==> config.mk <==
export PLATFORM = sky130hd
export DESIGN_NAME = demux_1_to_2_fifo_flat
export DESIGN_NICKNAME = d
export VERILOG_FILES = /design/src/rtl/demux_1_to_2_fifo_if.sv /design/src/rtl/demux_1_to_2_fifo.sv /design/src/flat_wrapper.sv
export SDC_FILE = /design/constraint.sdc
export NUM_CORES = 1
export LEC_CHECK = 0
export CORE_ASPECT_RATIO = 2
export CORE_MARGIN = 3
export CORE_UTILIZATION = 57
export CTS_CLUSTER_DIAMETER = 60
export DETAILED_ROUTE_END_ITERATION = 8
export PLACE_DENSITY = 0.85
export SKIP_CTS_REPAIR_TIMING = 1
export SLEW_MARGIN = 25
export SYNTH_ARGS = -nofsm -noshare
export SYNTH_HDL_FRONTEND = slang
export SYNTH_HIERARCHICAL = 1
export SYNTH_SLANG_ARGS = --single-unit
==> constraint.sdc <==
create_clock -name Clk -period 6.6 [get_ports Clk]
set_input_delay 1.32 -clock Clk [delete_from_list [all_inputs] [get_ports Clk]]
set_output_delay 1.32 -clock Clk [all_outputs]
set_load 0.005 [all_outputs]
==> src/rtl/demux_1_to_2_fifo_if.sv <==
// Handshake bundle for the 1-to-2 FIFO demux: one producer stream in, two consumer streams out.
interface demux_1_to_2_fifo_if #(
  parameter int WIDTH = 32,
  parameter int DEPTH = 2
);
  localparam int CW = $clog2(DEPTH) + 1;

  logic [WIDTH-1:0] In_Data;
  logic             In_Sel;
  logic             In_Valid;
  logic             In_Ready;

  logic [WIDTH-1:0] Out0_Data;
  logic             Out0_Valid;
  logic             Out0_Ready;
  logic [CW-1:0]    Out0_Count;

  logic [WIDTH-1:0] Out1_Data;
  logic             Out1_Valid;
  logic             Out1_Ready;
  logic [CW-1:0]    Out1_Count;

  // master drives the producer side and consumes the outputs; slave is the demux itself
  modport master (
    output In_Data, In_Sel, In_Valid,
    input  In_Ready,
    input  Out0_Data, Out0_Valid, Out0_Count,
    input  Out1_Data, Out1_Valid, Out1_Count,
    output Out0_Ready, Out1_Ready
  );

  modport slave (
    input  In_Data, In_Sel, In_Valid,
    output In_Ready,
    output Out0_Data, Out0_Valid, Out0_Count,
    output Out1_Data, Out1_Valid, Out1_Count,
    input  Out0_Ready, Out1_Ready
  );
endinterface

==> src/rtl/demux_1_to_2_fifo.sv <==
// Routes one word stream to one of two outputs by In_Sel; each output owns a small circular FIFO
// so a stalled consumer only blocks words headed for itself.
module demux_1_to_2_fifo_lane #(
  parameter int WIDTH = 32,
  parameter int DEPTH = 2,
  localparam int AW = $clog2(DEPTH),
  localparam int CW = AW + 1
) (
  input  logic             clk_i,
  input  logic             rst_i,
  input  logic             push_i,
  input  logic [WIDTH-1:0] data_i,
  input  logic             pop_i,
  output logic [WIDTH-1:0] data_o,
  output logic             valid_o,
  output logic             full_o,
  output logic [CW-1:0]    count_o
);
  logic [DEPTH-1:0][WIDTH-1:0] mem_q, mem_d;
  logic [AW-1:0]               wr_ptr_q, wr_ptr_d;
  logic [AW-1:0]               rd_ptr_q, rd_ptr_d;
  logic [CW-1:0]               count_q, count_d;
  logic                        push_ok, pop_ok;

  assign full_o  = (count_q == CW'(DEPTH));
  assign valid_o = (count_q != '0);
  assign data_o  = mem_q[rd_ptr_q];
  assign count_o = count_q;

  // full refuses even when popping in the same cycle: no pass-through path
  assign push_ok = push_i & ~full_o;
  assign pop_ok  = pop_i & valid_o;

  always_comb begin
    mem_d    = mem_q;
    wr_ptr_d = wr_ptr_q;
    rd_ptr_d = rd_ptr_q;
    count_d  = count_q;
    if (push_ok) begin
      mem_d[wr_ptr_q] = data_i;
      wr_ptr_d        = wr_ptr_q + 1'b1;
    end
    if (pop_ok)
      rd_ptr_d = rd_ptr_q + 1'b1;
    case ({push_ok, pop_ok})
      2'b10:   count_d = count_q + 1'b1;
      2'b01:   count_d = count_q - 1'b1;
      default: count_d = count_q;
    endcase
  end

  // storage is cleared too so the outputs read zero straight after reset
  always_ff @(posedge clk_i or posedge rst_i) begin
    if (rst_i) begin
      mem_q    <= '0;
      wr_ptr_q <= '0;
      rd_ptr_q <= '0;
      count_q  <= '0;
    end else begin
      mem_q    <= mem_d;
      wr_ptr_q <= wr_ptr_d;
      rd_ptr_q <= rd_ptr_d;
      count_q  <= count_d;
    end
  end
endmodule

module demux_1_to_2_fifo #(
  parameter int WIDTH = 32,
  parameter int DEPTH = 2,
  localparam int CW = $clog2(DEPTH) + 1
) (
  input logic                  Clk,
  input logic                  Reset,
  demux_1_to_2_fifo_if.slave   bus
);
  localparam int NUM_OUT = 2;

  logic [NUM_OUT-1:0]            push;
  logic [NUM_OUT-1:0]            pop;
  logic [NUM_OUT-1:0]            full;
  logic [NUM_OUT-1:0]            valid;
  logic [NUM_OUT-1:0]            ready;
  logic [NUM_OUT-1:0][WIDTH-1:0] data;
  logic [NUM_OUT-1:0][CW-1:0]    count;

  assign ready       = {bus.Out1_Ready, bus.Out0_Ready};
  assign bus.In_Ready = ~full[bus.In_Sel];

  generate
    for (genvar n = 0; n < NUM_OUT; n++) begin : g_out
      assign push[n] = bus.In_Valid & ~full[n] & (bus.In_Sel == 1'(n));
      assign pop[n]  = valid[n] & ready[n];

      demux_1_to_2_fifo_lane #(.WIDTH(WIDTH), .DEPTH(DEPTH)) u_lane (
        .clk_i   (Clk),
        .rst_i   (Reset),
        .push_i  (push[n]),
        .data_i  (bus.In_Data),
        .pop_i   (pop[n]),
        .data_o  (data[n]),
        .valid_o (valid[n]),
        .full_o  (full[n]),
        .count_o (count[n])
      );
    end
  endgenerate

  assign bus.Out0_Data  = data[0];
  assign bus.Out0_Valid = valid[0];
  assign bus.Out0_Count = count[0];
  assign bus.Out1_Data  = data[1];
  assign bus.Out1_Valid = valid[1];
  assign bus.Out1_Count = count[1];
endmodule

==> src/flat_wrapper.sv <==
// flat-port wrapper written by rule: the top's interface ports become plain ports
module demux_1_to_2_fifo_flat 
#(
  parameter int WIDTH = 32,
  parameter int DEPTH = 2,
  localparam int CW = $clog2(DEPTH) + 1
)
  (Clk, Reset, bus_In_Data, bus_In_Sel, bus_In_Valid, bus_In_Ready, bus_Out0_Data, bus_Out0_Valid, bus_Out0_Count, bus_Out1_Data, bus_Out1_Valid, bus_Out1_Count, bus_Out0_Ready, bus_Out1_Ready);
  demux_1_to_2_fifo_if #(.WIDTH(WIDTH), .DEPTH(DEPTH)) bus_i ();
  input logic Clk;
  input logic Reset;
  input wire logic [$bits(bus_i.In_Data)-1:0] bus_In_Data;
  input wire logic [$bits(bus_i.In_Sel)-1:0] bus_In_Sel;
  input wire logic [$bits(bus_i.In_Valid)-1:0] bus_In_Valid;
  output wire logic [$bits(bus_i.In_Ready)-1:0] bus_In_Ready;
  output wire logic [$bits(bus_i.Out0_Data)-1:0] bus_Out0_Data;
  output wire logic [$bits(bus_i.Out0_Valid)-1:0] bus_Out0_Valid;
  output wire logic [$bits(bus_i.Out0_Count)-1:0] bus_Out0_Count;
  output wire logic [$bits(bus_i.Out1_Data)-1:0] bus_Out1_Data;
  output wire logic [$bits(bus_i.Out1_Valid)-1:0] bus_Out1_Valid;
  output wire logic [$bits(bus_i.Out1_Count)-1:0] bus_Out1_Count;
  input wire logic [$bits(bus_i.Out0_Ready)-1:0] bus_Out0_Ready;
  input wire logic [$bits(bus_i.Out1_Ready)-1:0] bus_Out1_Ready;
  assign bus_i.In_Data = bus_In_Data;
  assign bus_i.In_Sel = bus_In_Sel;
  assign bus_i.In_Valid = bus_In_Valid;
  assign bus_In_Ready = bus_i.In_Ready;
  assign bus_Out0_Data = bus_i.Out0_Data;
  assign bus_Out0_Valid = bus_i.Out0_Valid;
  assign bus_Out0_Count = bus_i.Out0_Count;
  assign bus_Out1_Data = bus_i.Out1_Data;
  assign bus_Out1_Valid = bus_i.Out1_Valid;
  assign bus_Out1_Count = bus_i.Out1_Count;
  assign bus_i.Out0_Ready = bus_Out0_Ready;
  assign bus_i.Out1_Ready = bus_Out1_Ready;
  demux_1_to_2_fifo #(.WIDTH(WIDTH), .DEPTH(DEPTH)) u_core (.Clk(Clk), .Reset(Reset), .bus(bus_i));
endmodule
==> results.sh <==
export IMPL_yosys_warnings=6
export IMPL_hpwl_um=8210
export IMPL_design_area_um2=7940
export IMPL_p_clk_share_pct=20.7
export IMPL_criticalPathCategory="in2out"
export IMPL_portBuffers=108
export IMPL_sw_frac_of_total_pct=27.9
export IMPL_synth_seq_cells=136
export IMPL_clock_path_buffers=2
export IMPL_status="complete, no violations"
export IMPL_start_util_pct=59.2
export IMPL_cts_sinks=136
export IMPL_max_stage_delay_ps=550
export IMPL_synth_commonest_cells="dfrtp_1, mux2_2, mux2_4"
export IMPL_p_int_mw=3.18
export IMPL_slew_viol_final=0
export IMPL_ant_nets=0
export IMPL_start_kind="input port"
export IMPL_yosysTopAreaCellShare_pct=53.8
export IMPL_synth_cell_types=21
export IMPL_finClkSkew_ps=4.66
export IMPL_worstHoldPathType="reg2reg"
export IMPL_core_area_um2=10700
export IMPL_netSwitchingPower_mw=1.23
export IMPL_row_count=53
export IMPL_drive_gt1_share_pct=46.8
export IMPL_drt_iter0_drc=125
export IMPL_pwr_share_comb_pct=44.6
export IMPL_fillCellCount=664
export IMPL_leakage_nw=3.46
export IMPL_layout_nets=534
export IMPL_cp_required_ps=5280
export IMPL_synth_area_top_cells="dfrtp_1, mux2_2, mux2_4"
export IMPL_critical_path_buf_inv_count=2
export IMPL_syn_area_um2=6320
export IMPL_yosysTopAreaCell="dfrtp_1"
export IMPL_syn_avg_cell_area_um2=16.4
export IMPL_worst_pin_slew_ps=1020
export IMPL_layout_setup_ws_ps=2680
export IMPL_finalHoldViolCount=0
export IMPL_ios=109
export IMPL_dieArea_um2=12500
export IMPL_slowest_stage="clkdlybuf4s50_1"
export IMPL_ys_async_sr_fraction_pct=100
export IMPL_rsz0062_at_grt="false"
export IMPL_dr_pass1_iters=4
export IMPL_grt_pass1_vias=4065
export IMPL_yosysMostFrequentCell="dfrtp_1"
export IMPL_end_kind="output pin"
export IMPL_grt_pass1_wl_um=21300
export IMPL_maxCapViolCount=0
export IMPL_die_h_um=155
export IMPL_place_ws_ps=2700
export IMPL_dpl_cell_area_um2=7360
export IMPL_vias=3479
export IMPL_die_w_um=80.5
export IMPL_area_growth_pct=25.5
export IMPL_gp_congestion=0.718
export IMPL_syn_instance_count=385
export IMPL_cp_arrival_ps=2600
export IMPL_numCtsBuffers=17
export IMPL_crit_top_cell="clkdlybuf4s50_1"
export IMPL_synth_edf_count=0
export IMPL_max_vdd_ir_drop_mv=0.371
export IMPL_syn_num_nets=425
export IMPL_power_total_mw=4.42
export IMPL_cp_top_family="buffers and inverters"
export IMPL_seqPwrFrac_pct=34.7
export IMPL_htreeDepth=4
export IMPL_worst_hold_slack_ps=502
export IMPL_fin_crit_ps=3920
export IMPL_crit_chain="clkdlybuf4s50_1 -> mux2i_1 -> clkdlybuf4s50_1"
export IMPL_track_usage_pct=22.7
export IMPL_final_period_utilization_pct=59.4
export IMPL_p_per_area_nw_per_um2=556
export IMPL_cts_tree="yes"
export IMPL_crit_fanout=3
export IMPL_ys_seq_area_share_pct=53.8
export IMPL_fin_tns_setup_ps=0
export IMPL_grt_max_degree=69
export IMPL_n_antenna_cell=0
export IMPL_vias_per_cell=5.41
export IMPL_clkLatencyLatePin_ps=410
export IMPL_clkTransAtPathRegs_ps=50
export IMPL_relSlewSlack_pct=31.7
export IMPL_wire_per_inst_um=20.6
export IMPL_drc_errors=0
export IMPL_wirelength_um=13200
export IMPL_cts_root_buf="clkbuf_16"
export IMPL_fmax_ghz=0.255
export IMPL_grt_overflow=0
export IMPL_synthFlopType="dfrtp_1"
export IMPL_setup_viol=0
export IMPL_antenna_found_initial=0
flip-flops by register name, summed over array words and instances (netlist names):
| signal | flops |
|---|---|
| u_core/g_out.u_lane/count_o | 4 |
| u_core/g_out.u_lane/mem_q | 128 |
| u_core/g_out.u_lane/rd_ptr_q | 2 |
| u_core/g_out.u_lane/wr_ptr_q | 2 |
cell type report:
| class | instances | area (µm²) | share of cell area (%) |
|---|---|---|---|
| well taps | 137 | 171 | 2.16 |
| multi-input cells | 223 | 2670 | 33.6 |
| repair buffers | 112 | 1110 | 14.0 |
| clock inverters | 12 | 128 | 1.61 |
| flip-flops and latches | 136 | 3400 | 42.9 |
| inverters | 4 | 15.0 | 0.189 |
| clock buffers | 19 | 443 | 5.58 |
worst register-to-register path: stages (launching register included):
cell and delay, ps:
dfrtp_1 450, nand2b_4 190, inv_1 60, and3b_1 290
nand3b_2 770, mux2_2 600
layer usage:
metal,wire (µm),GRT usage [%],vias to the layer above
met5,0,0,-
met4,143,6.45,0
met3,555,6.43,9
met2,7520,41.2,86
met1,5010,25.2,1806
li1,-,-,1578
final timing paths:
check,end,slack (ps),depth (start not counted),from
worst min-delay path,u_core/g_out[1].u_lane/mem_q[27],500,1,u_core/g_out[1].u_lane/mem_q[27]
max in group asynchronous,u_core/g_out[1].u_lane/mem_q[17],4490,3,Reset
worst min register to register,u_core/g_out[1].u_lane/mem_q[27],500,1,u_core/g_out[1].u_lane/mem_q[27]
min in group asynchronous,u_core/g_out[0].u_lane/mem_q[55],1540,3,Reset
worst max register to register,u_core/g_out[1].u_lane/mem_q[11],4130,5,u_core/g_out[1].u_lane/count_o[0]
worst max-delay path,bus_In_Ready,2680,3,bus_In_Sel
cells by family after synthesis:
| logic type | count (synthesis) | share of synthesized area [%] |
|---|---|---|
| buf+inv | 26 | 4.16 |
| mux | 193 | 37.9 |
| simple gates | 18 | 2.32 |
| fa+ha+maj | 2 | 0.396 |
| xor+xnor | 10 | 1.39 |
| flops | 136 | 53.8 |
per-stage QoR:
step / instances / utilization (%)
floorplan: 385 / -
global placement: 612 / 68.9
detailed placement: 612 / 68.9
CTS: 643 / 74.3
global route: 643 / 74.3
finish: 643 / 74.3
power by group through the flow:
| stage | Combinational (mW) | Clock, mW | Sequential, mW |
|---|---|---|---|
| global route | 2.10 | 0.970 | 1.59 |
| finish | 1.97 | 0.912 | 1.53 |
| CTS | 2.00 | 0.929 | 1.53 |
| detailed placement | 1.98 | 0 | 1.54 |
| floorplan | 1.22 | 0 | 1.42 |
| global placement | 1.94 | 0 | 1.50 |
cells in the final DEF (no fill, tap or decap), drive strengths merged:
cell	Yosys	routed
mux2	192	192
dfrtp	136	136
clkdlybuf4s50	0	108
clkbuf	2	19
xnor2	6	6
clkinv	0	5
inv	4	5
clkinvlp	0	4
and2	4	4
xor2	4	4
buf	20	4
bufinv	0	2
nand2b	2	2
and3	2	2
nand2	2	2
or2	2	2
nor2	2	2
ha	2	2
nand3b	2	2
mux2i	1	1
nor3b	1	1
and3b	1	1
(Power assumes the default switching activity.)
